## src/rtl/pipe_pkg.sv

```systemverilog
// Shared definitions for the pipeline-boundary registers: skid-buffer state
// encoding and the per-stage payload/control widths of the rv32i core.
package pipe_pkg;

  typedef enum logic [1:0] {
    EMPTY = 2'd0,
    ONE   = 2'd1,
    FULL  = 2'd2
  } skid_state_e;

  localparam int IFID_DATA_W  = 64;
  localparam int IFID_CTRL_W  = 1;
  localparam int IDEX_DATA_W  = 128;
  localparam int IDEX_CTRL_W  = 12;
  localparam int EXMEM_DATA_W = 64;
  localparam int EXMEM_CTRL_W = 9;
  localparam int MEMWB_DATA_W = 64;
  localparam int MEMWB_CTRL_W = 6;

  localparam int STALL_CNT_W  = 16;

endpackage

```

## src/rtl/pipe_sat_counter.sv

```systemverilog
// Saturating up-counter used for the stall statistic; sticks at all-ones
// until cleared.
module pipe_sat_counter #(
  parameter int CNT_W = 16
) (
  input  logic             clk,
  input  logic             inc,
  input  logic             clear,
  output logic [CNT_W-1:0] value
);

  logic [CNT_W-1:0] r_value;

  always_ff @(posedge clk) begin
    if (clear) begin
      r_value <= '0;
    end else if (inc && (r_value != '1)) begin
      r_value <= r_value + CNT_W'(1);
    end
  end

  assign value = r_value;

endmodule

```

## src/rtl/pipe_stage_reg.sv

```systemverilog
// Parametrised pipeline-boundary register with valid/ready handshake, flush
// and stall counter. Define PIPE_STAGE_SKID_BUF_EN for the 2-entry skid mode.
module pipe_stage_reg
  import pipe_pkg::*;
#(
  parameter int DATA_W = EXMEM_DATA_W,
  parameter int CTRL_W = EXMEM_CTRL_W,
  parameter int CNT_W  = STALL_CNT_W
) (
  input  logic              clk,
  input  logic              r,
  input  logic              flush_i,
  input  logic              in_valid_i,
  output logic              in_ready_o,
  input  logic [DATA_W-1:0] in_data_i,
  input  logic [CTRL_W-1:0] in_ctrl_i,
  output logic              out_valid_o,
  input  logic              out_ready_i,
  output logic [DATA_W-1:0] out_data_o,
  output logic [CTRL_W-1:0] out_ctrl_o,
  output logic [CNT_W-1:0]  stall_cnt_o
);

  logic w_inXfer;
  logic w_outXfer;

`ifdef PIPE_STAGE_SKID_BUF_EN

  skid_state_e       r_state;
  skid_state_e       w_nextState;
  logic [DATA_W-1:0] r_mainData;
  logic [CTRL_W-1:0] r_mainCtrl;
  logic [DATA_W-1:0] r_skidData;
  logic [CTRL_W-1:0] r_skidCtrl;

  // Ready depends only on registered state, breaking the out_ready_i path.
  assign in_ready_o  = (r_state != FULL) & ~r;
  assign out_valid_o = (r_state != EMPTY);
  assign w_inXfer    = in_valid_i & in_ready_o;
  assign w_outXfer   = out_valid_o & out_ready_i;

  always_ff @(posedge clk) begin
    if (r) begin
      r_state <= EMPTY;
    end else begin
      r_state <= w_nextState;
    end
  end

  always_comb begin
    w_nextState = r_state;
    if (flush_i) begin
      w_nextState = EMPTY;
    end else begin
      case (r_state)
        EMPTY: if (w_inXfer) w_nextState = ONE;
        ONE: begin
          if (w_inXfer && !w_outXfer) w_nextState = FULL;
          else if (!w_inXfer && w_outXfer) w_nextState = EMPTY;
        end
        FULL: if (w_outXfer) w_nextState = ONE;
        default: w_nextState = EMPTY;
      endcase
    end
  end

  // Control of an empty entry is zeroed so bubbles never carry live ctrl.
  always_ff @(posedge clk) begin
    if (r) begin
      r_mainData <= '0;
      r_mainCtrl <= '0;
      r_skidData <= '0;
      r_skidCtrl <= '0;
    end else if (flush_i) begin
      r_mainCtrl <= '0;
      r_skidCtrl <= '0;
    end else begin
      case (r_state)
        EMPTY: begin
          if (w_inXfer) begin
            r_mainData <= in_data_i;
            r_mainCtrl <= in_ctrl_i;
          end
        end
        ONE: begin
          if (w_inXfer && w_outXfer) begin
            r_mainData <= in_data_i;
            r_mainCtrl <= in_ctrl_i;
          end else if (w_inXfer) begin
            r_skidData <= in_data_i;
            r_skidCtrl <= in_ctrl_i;
          end else if (w_outXfer) begin
            r_mainCtrl <= '0;
          end
        end
        FULL: begin
          if (w_outXfer) begin
            r_mainData <= r_skidData;
            r_mainCtrl <= r_skidCtrl;
            r_skidCtrl <= '0;
          end
        end
        default: begin
          r_mainCtrl <= '0;
          r_skidCtrl <= '0;
        end
      endcase
    end
  end

  assign out_data_o = r_mainData;
  assign out_ctrl_o = r_mainCtrl;

`else

  logic              r_valid;
  logic [DATA_W-1:0] r_data;
  logic [CTRL_W-1:0] r_ctrl;

  assign in_ready_o  = ~r & (~r_valid | out_ready_i);
  assign out_valid_o = r_valid;
  assign w_inXfer    = in_valid_i & in_ready_o;
  assign w_outXfer   = r_valid & out_ready_i;

  // Payload is kept on a bubble; only valid and ctrl are cleared.
  always_ff @(posedge clk) begin
    if (r) begin
      r_valid <= 1'b0;
      r_data  <= '0;
      r_ctrl  <= '0;
    end else if (flush_i) begin
      r_valid <= 1'b0;
      r_ctrl  <= '0;
    end else if (w_inXfer) begin
      r_valid <= 1'b1;
      r_data  <= in_data_i;
      r_ctrl  <= in_ctrl_i;
    end else if (w_outXfer) begin
      r_valid <= 1'b0;
      r_ctrl  <= '0;
    end
  end

  assign out_data_o = r_data;
  assign out_ctrl_o = r_ctrl;

`endif

  pipe_sat_counter #(
    .CNT_W (CNT_W)
  ) u_stallCnt (
    .clk   (clk),
    .inc   (out_valid_o & ~out_ready_i),
    .clear (r),
    .value (stall_cnt_o)
  );

endmodule

```

## config.mk

```make
export PLATFORM = sky130hd
export DESIGN_NAME = pipe_stage_reg
export DESIGN_NICKNAME = d
export VERILOG_FILES = /design/src/rtl/pipe_pkg.sv /design/src/rtl/pipe_sat_counter.sv /design/src/rtl/pipe_stage_reg.sv
export SDC_FILE = /design/constraint.sdc
export NUM_CORES = 1
export LEC_CHECK = 0
export ABC_AREA = 1
export CAP_MARGIN = 20
export CELL_PAD_IN_SITES_DETAIL_PLACEMENT = 0
export CELL_PAD_IN_SITES_GLOBAL_PLACEMENT = 1
export CORE_MARGIN = 2
export CORE_UTILIZATION = 28
export DETAILED_ROUTE_END_ITERATION = 10
export PLACE_DENSITY_LB_ADDON = 0.1
export SKIP_CTS_REPAIR_TIMING = 1
export SYNTH_ARGS = -nofsm -noshare
export SYNTH_HDL_FRONTEND = slang
export SYNTH_HIERARCHICAL = 1
export SYNTH_SLANG_ARGS = --single-unit
export TNS_END_PERCENT = 1
```

## constraint.sdc

```tcl
create_clock -name clk -period 1.59 [get_ports clk]
set_input_delay 0.318 -clock clk [delete_from_list [all_inputs] [get_ports clk]]
set_output_delay 0.318 -clock clk [all_outputs]
set_load 0.01 [all_outputs]
```

After elaboration in Yosys (flattened, before gate mapping)
Index checks and enable logic that the tools add are counted.
{ "word_totals": {"regBits": 90, "latch_bits": 0, "ramBits": 0, "romBits": 0, "inputBits": 78, "out_inout_bits": 91, "word_cells": 23, "mem_count": 0} }
{ "classes": {"addsub": 1, "multipliers": 0, "n_div": 0, "order_cmp": 0, "n_eq_ne": 1, "shift": 0, "muxes": 4, "bitwise": 9, "reduce_logical": 4} }
{ "ops": {"columns": ["op", "n"], "rows": [
  ["$mux 9", 2],
  ["$add 16x1->16 const B", 1],
  ["$ne 16x16->1 const B", 1],
  ["$and 1x1->1", 4],
  ["$not 1->1", 4],
  ["$mux 1", 2],
  ["$reduce_and 2->1", 1],
  ["$reduce_bool 2->1", 1],
  ["$reduce_or 2->1", 1],
  ["$logic_and 1x1->1", 1],
  ["$or 1x1->1", 1]
]} }

Depth between registers and ports, before layout
Gate-level depths: netlist (run 1).
{ "logic_depth": {"ltp_word": 5, "depth_mapped": 12, "mapped_depth_nobuf": 10} }

Modules after synthesis
Netlist (run 1), hierarchy kept.
{ "by_module_without_submodules": {"columns": ["module", "instances", "cells_each", "area_each_um2", "seq_area_each_um2"], "rows": [
  ["pipe_stage_reg", 1, 456, 3039.2, 1481.4],
  ["pipe_sat_counter", 1, 149, 929.6, 320.3]
]} }

Worst setup path after synthesis (run 1)
No wires, ideal clock.
{ "synth_path": {"kind": "reg-to-reg", "startpoint": "register r_valid, in the netlist out_valid_o", "endpoint": "register u_stallCnt.r_value[13], in the netlist u_stallCnt/value[13]", "setup_ps": 115, "arrival_ps": 1435, "t_required_ps": 1475, "path_slack_ps": 40, "path_stages_with_launch": 11, "path_buffers": 2, "synth_period_minus_slack_ps": 1550, "cell_sequence": "dfxtp_1 nand2_2 buf_2 inv_2 buf_2 nand3_1 or2_0 nor2_1 nand3_1 nand2_1 nor2_1"} }
{ "synth_via": {"elab_chain_cells": 2} }
{ "synth_lines": {"columns": ["element", "line", "rtl"], "rows": [
  ["start: declaration", "pipe_stage_reg.sv:116", "logic r_valid;"],
  ["start signal: assignment", "pipe_stage_reg.sv:128", "r_valid <= 1'b0;"],
  ["start signal: assignment", "pipe_stage_reg.sv:132", "r_valid <= 1'b0;"],
  ["start signal: assignment", "pipe_stage_reg.sv:135", "r_valid <= 1'b1;"],
  ["$and 1x1->1", "pipe_stage_reg.sv:153", ".inc (out_valid_o & ~out_ready_i),"],
  ["$logic_and 1x1->1", "pipe_sat_counter.sv:17", "end else if (inc && (r_value != '1)) begin"],
  ["end signal: assignment", "pipe_sat_counter.sv:18", "r_value <= r_value + CNT_W'(1);"],
  ["end: declaration", "pipe_sat_counter.sv:12", "logic [CNT_W-1:0] r_value;"]
]} }
No other way between the ends.
A chain may end at the register's enable or synchronous reset.

Worst setup path after layout (run 1)
{ "layout_path": {"startpoint": "register u_stallCnt.r_value[4], in the netlist u_stallCnt/value[4]", "endpoint": "output port stall_cnt_o[4]"} }
{ "layout_lines": {"columns": ["element", "line", "rtl"], "rows": [
  ["end: declaration", "pipe_stage_reg.sv:21", "output logic [CNT_W-1:0] stall_cnt_o"]
]} }
No word-level cell between the ends.

==> metrics.txt, run 1 <==
critical path buffer and inverter count 1; via count 3964; worst-skew pair later-pin latency 0.34 ns; max_cap viols 0; post-route ant nets 0; largest net degree at the start of global routing 51; ANT cells 0; vias in the first global route 3626; Crit path arrival time 1.26 ns; Slew Limit Fails 0; Rel. slew slack 0.763; die height 123 um; Pleak 3.66 nW; Port Buf Inserts 168; worst clock skew 0.00477 ns; Die Wd 123 um; # H-tree levels 3; global-route wire length before repair 17.2 mm; area of the die 15100 um2; Layout fillers 1443; Final Critical Period 1.57 ns; Worst path slowest cell clkdlybuf4s50_1; area delta synth->final 60.3%; worst min-delay path category flip-flop to flip-flop; commonest non-fill, non-tap cell in the layout nand2_1; synthesized flop and latch total 90; Total Nets Final 854; Netlist Area Pre-Place 3970 um2; gpl congestion 0.761; Peak supply drop 0.602 mV; cells along the critical path clkdlybuf4s50_1; WHS Path Cells 2; most frequent cells in the layout 176 x nand2_1, 164 x nor2_1, 120 x clkdlybuf4s50_1, 79 x dfxtp_1, 74 x inv_1; Top delay family on crit path buffers and inverters; r2r worst-path depth 6; outcome finished clean; setup TNS 0 ns; FMAX 0.636 GHz; Total GRT Usage 0.145; # DRC 0; Root Buffer Master clkbuf_16; antenna violations before repair 0; Sinks on Clock Net 90; clock slew seen by the registers of the worst setup and hold paths 0.06 ns; worst-margin pin slew 0.355 ns; synth unique cells 22; setup violators final 0; Num CTS Buffers 9; I/O pin cnt 169; clk buf depth 2; Placed Cells 944; Cell Count, Final, Fillers Out 960; Syn Area/Cell 6.56 um2; Via density 4.13; WL/cell 11.4 um; initial core utilization 0.286; Period Utilization, post-route 0.990; Post-Syn Instances 605; Hold EP out_ctrl_o[5]; Core ar. 13900 um2; TritonCTS clock tree yes; Crit. End Element output pin; Yosys warnings 6; routed wire length 10.9 mm; drt initial violations 195; sequential share of the synthesized area 0.454; R2R Setup Slk 0.15 ns; Fin. Hold Viols 0; grt total ovfl 0; Crit Path Max Fanout 5; unrepaired setup endpoints after global routing yes; r2r endpoint u_stallCnt/value[13]; Syn Nets 684; DR pass1 iterations 4; layout cells sized above 1 0.0821; hold_sp out_ctrl_o[5]; row cnt 43; Critical Path RT 1.27 ns; hpwl dp 7.79 mm; WS Path Type flip-flop to output pin; Startpoint Class flip-flop; CP max stage delay 0.55 ns; reg-to-reg startpoint u_stallCnt/value[0]; P per Cell Area 861 nW/um2
## power by group
part           switching, mW  internal, mW
Sequential            0.0439          2.35
Clock                  0.880          1.46
Combinational          0.322         0.423
## registers in the layout, summed over array words and instances (netlist names)
register          cells
out_valid_o           1
out_ctrl_o            9
u_stallCnt/value     16
out_data_o           64
## synthesized netlist by cell type
| cell type | number | share of area |
|---|---|---|
| dfxtp_1 | 90 | 0.45 |
| clkbuf_4 | 1 | 0.0019 |
| nand4_1 | 12 | 0.019 |
| clkbuf_1 | 5 | 0.0047 |
| nand3_1 | 22 | 0.028 |
| nand4_2 | 1 | 0.0032 |
| buf_6 | 6 | 0.017 |
| buf_4 | 2 | 0.0038 |
| nor2_1 | 164 | 0.16 |
| inv_1 | 74 | 0.070 |
| nor2_4 | 2 | 0.0057 |
| nor3_1 | 1 | 0.0013 |
| nor2_8 | 1 | 0.0050 |
| nor2_2 | 10 | 0.016 |
| ha_1 | 1 | 0.0032 |
| buf_1 | 1 | 0.00094 |
| inv_2 | 4 | 0.0038 |
| or2_0 | 1 | 0.0016 |
| nand2_2 | 3 | 0.0047 |
| nand2_1 | 176 | 0.17 |
| buf_2 | 11 | 0.014 |
| a21oi_1 | 17 | 0.021 |
## stage by stage
stage | setup slack, ns | utilization | hold slack, ns | area (um2) | total power, mW
after global routing | -0.0642 | 0.458 | 0.506 | 6360 | 5.77
final | 0.0166 | 0.458 | 0.474 | 6360 | 5.48
after floorplan | 0.0396 | - | 0.453 | 3970 | 2.75
after CTS | -0.298 | 0.448 | 0.484 | 6220 | 5.60
after global placement | -0.289 | 0.425 | 0.465 | 5890 | 3.19
after detailed placement | -0.296 | 0.425 | 0.475 | 5890 | 3.21
## how the worst max path moves through the flow
stage | end | slack, ns | cells after the start | start
global placement | in_ready_o | -0.29 | 6 | out_ready_i
finish | stall_cnt_o[4] | 0.02 | 1 | u_stallCnt/value[4]
floorplan | u_stallCnt/value[13] | 0.04 | 10 | out_valid_o
global route | stall_cnt_o[4] | -0.06 | 1 | u_stallCnt/value[4]
detailed placement | in_ready_o | -0.30 | 6 | out_ready_i
CTS | in_ready_o | -0.30 | 6 | out_ready_i
## cell families (layout without fill, tap and decap cells)
| kind of cell | count (synthesis) | after routing | synth area share |
|---|---|---|---|
| adders and majority gates | 1 | 1 | 0.00315 |
| and+or+nand+nor | 393 | 393 | 0.405 |
| AOI/OAI and AO/OA | 17 | 17 | 0.0214 |
| buffers and inverters | 104 | 279 | 0.116 |
| DFF | 90 | 90 | 0.454 |
## routing by layer
metal	track usage	share of wire	up-vias
li1	-	-	2139
met1	0.165	0.42	1706
met2	0.233	0.47	108
met3	0.0738	0.097	11
met4	0.0533	0.015	0
met5	0	0	-
## cell type report
type	instances	area [um2]	share of cell area
Timing Repair Buffer	185	1980	0.312
Sequential cell	90	1820	0.285
Multi-Input combinational cell	411	1720	0.270
Inverter	78	293	0.0460
Clock buffer	12	256	0.0403
Tap cell	180	225	0.0354
Clock inverter	4	73.8	0.0116
Note: power is estimated with default switching activity, not from simulation.
==> run 2, diff against run 1 <==
--- a/config.mk
+++ b/config.mk
@@ -9,13 +9,11 @@
 export CAP_MARGIN = 20
 export CELL_PAD_IN_SITES_DETAIL_PLACEMENT = 0
 export CELL_PAD_IN_SITES_GLOBAL_PLACEMENT = 1
-export CORE_MARGIN = 2
 export CORE_UTILIZATION = 28
 export DETAILED_ROUTE_END_ITERATION = 10
 export PLACE_DENSITY_LB_ADDON = 0.1
 export SKIP_CTS_REPAIR_TIMING = 1
 export SYNTH_ARGS = -nofsm -noshare
 export SYNTH_HDL_FRONTEND = slang
-export SYNTH_HIERARCHICAL = 1
 export SYNTH_SLANG_ARGS = --single-unit
 export TNS_END_PERCENT = 1
==> metrics.txt, run 2 <==
Port Buf Inserts 168; Synth Flop Type dfxtp_1; DR pass1 iterations 4; Post-synth EDFFs 0; Total Nets Final 728; layout cells sized above 1 0.0933; WL/cell 13.5 um; Crit Path Max Fanout 4; WS Path Type primary input to output pin; most frequent cells in the layout 137 x clkdlybuf4s50_1, 102 x nor2_1, 81 x dfxtp_1, 65 x nor3_1, 41 x nand2_1; worst min-delay path category flip-flop to flip-flop; worst-margin pin slew 0.324 ns; failing checks setup timing; setup TNS -0.0469 ns; antenna violations before repair 0; sequential share of the synthesized area 0.494; Synth top cells by count 104 x nor2_1, 90 x dfxtp_1, 65 x nor3_1, 42 x nand2_1, 38 x o21ai_0; FMAX 0.611 GHz; reg-to-reg startpoint u_stallCnt.value[0]; Peak supply drop 0.377 mV; worst-skew pair later-pin latency 0.34 ns; global-route wire length before repair 17.5 mm; Sinks on Clock Net 90; Pleak 2.81 nW; Slew Limit Fails 0; I/O pin cnt 169; worst clock skew 0.00369 ns; top-count cell post-synth nor2_1; area delta synth->final 63.9%; Final Critical Period 1.64 ns; top post-synthesis cells by area dfxtp_1 49%, nor2_1 11%, nor3_1 8.9%; post-synth top area share 0.494; Total GRT Usage 0.167; clk buf depth 2; unrepaired setup endpoints after global routing yes; outcome finished, violations left; Placed Cells 810; CP max stage delay 0.50 ns; ANT cells 0; Worst path slowest cell clkdlybuf4s50_1; initial core utilization 0.288; Post-Syn Instances 480; vias in the first global route 3494; Async SR Flop Fraction 0; setup ws final -0.0469 ns; Netlist Area Pre-Place 3650 um2; largest net degree at the start of global routing 41; max_cap viols 0; row cnt 41; Core ar. 12700 um2; grt total ovfl 0; Period Utilization, post-route 1.03; area of the die 13500 um2; Fin. Hold Viols 0; gpl congestion 0.699; hpwl dp 7.82 mm; Syn Area/Cell 7.60 um2; Num CTS Buffers 9; post-route ant nets 0; Via density 4.53; Critical Path RT 1.27 ns; synthesized flop and latch total 90; # H-tree levels 3; commonest non-fill, non-tap cell in the layout clkdlybuf4s50_1; synth unique cells 23; P per Cell Area 887 nW/um2; die height 116 um; setup violators final 1; Yosys warnings 0; TritonCTS clock tree yes; cell taking the most area after synthesis dfxtp_1; Cell Count, Final, Fillers Out 826; clock slew seen by the registers of the worst setup and hold paths 0.06 ns; drt initial violations 186; Syn Nets 559; cells along the critical path clkdlybuf4s50_1, inv_2, nand2_4, inv_4, nor2_4, dlymetal6s2s_1; final hold slack 0.480 ns; Die Wd 116 um; hold_sp out_ctrl_o[6]; Rel. slew slack 0.784; max reg flops 64; Crit. End Element output pin; via count 3738; Root Buffer Master clkbuf_16; pre-CTS setup slack -0.416 ns; Crit path arrival time 1.32 ns; Layout fillers 1269; # DRC 0; Worst Setup SP out_ready_i; routed wire length 11.2 mm; Startpoint Class primary input; post-layout util 0.472
run 2: changes by cell type after synthesis, moves of 7 or more:
| cell | before | now |
|---|---|---|
| buf_2 | 11 | 4 |
| inv_1 | 74 | 13 |
| nand2_1 | 176 | 42 |
| nand3_1 | 22 | 36 |
| nand4_1 | 12 | 0 |
| nor2_1 | 164 | 104 |
| nor2_2 | 10 | 0 |
| nor3_1 | 1 | 65 |
| o21ai_0 | 0 | 38 |
| o21ai_1 | 0 | 26 |
run 2: cell families after synthesis:
logic type,after synthesis,share of synthesized area
simple gates,253,0.307
flops,90,0.494
compound gates,86,0.118
buf+inv,50,0.0772
fa+ha+maj,1,0.00343
run 2: metrics by stage:
step	area, um2	total power [mW]
after floorplan	3650	2.71
after global placement	5570	3.17
after detailed placement	5570	3.18
after CTS	5880	5.39
after global routing	5970	5.55
final	5970	5.30
run 2: layout make-up:
| class | count | area (um2) | share of cell area |
|---|---|---|---|
| Clock buffer | 12 | 256 | 0.0429 |
| Clock inverter | 4 | 50.0 | 0.00838 |
| Inverter | 16 | 62.6 | 0.0105 |
| Multi-Input combinational cell | 340 | 1570 | 0.263 |
| Sequential cell | 90 | 1810 | 0.303 |
| Tap cell | 172 | 215 | 0.0360 |
| Timing Repair Buffer | 192 | 2010 | 0.336 |
run 2: final timing paths:
| check | to | slack, ns | depth (start not counted) |
|---|---|---|---|
| worst max-delay path | in_ready_o | -0.05 | 6 |
| worst min register to register | out_ctrl_o[6] | 0.48 | 2 |
| worst max register to register | u_stallCnt.value[10] | 0.17 | 8 |
| worst min-delay path | out_ctrl_o[6] | 0.48 | 2 |
run 2: worst max-delay path: cells and delay by family:
kind                   cells  cell delay (ns)
buffers and inverters      4             0.80
AND/OR/NAND/NOR            2             0.20
run 2: per-layer routing:
| metal | routed length (um) | vias up | share of wire | global-route usage |
|---|---|---|---|---|
| met4 | 166 | 0 | 0.015 | 0.0701 |
| met2 | 5300 | 104 | 0.47 | 0.267 |
| met1 | 4880 | 1687 | 0.44 | 0.208 |
| li1 | - | 1936 | - | - |
| met5 | 0 | - | 0 | 0 |
| met3 | 822 | 11 | 0.074 | 0.0545 |
run 2: power by group:
part / switching, mW / internal (mW)
Combinational: 0.311 / 0.420
Clock: 0.881 / 1.30
Sequential: 0.0428 / 2.35
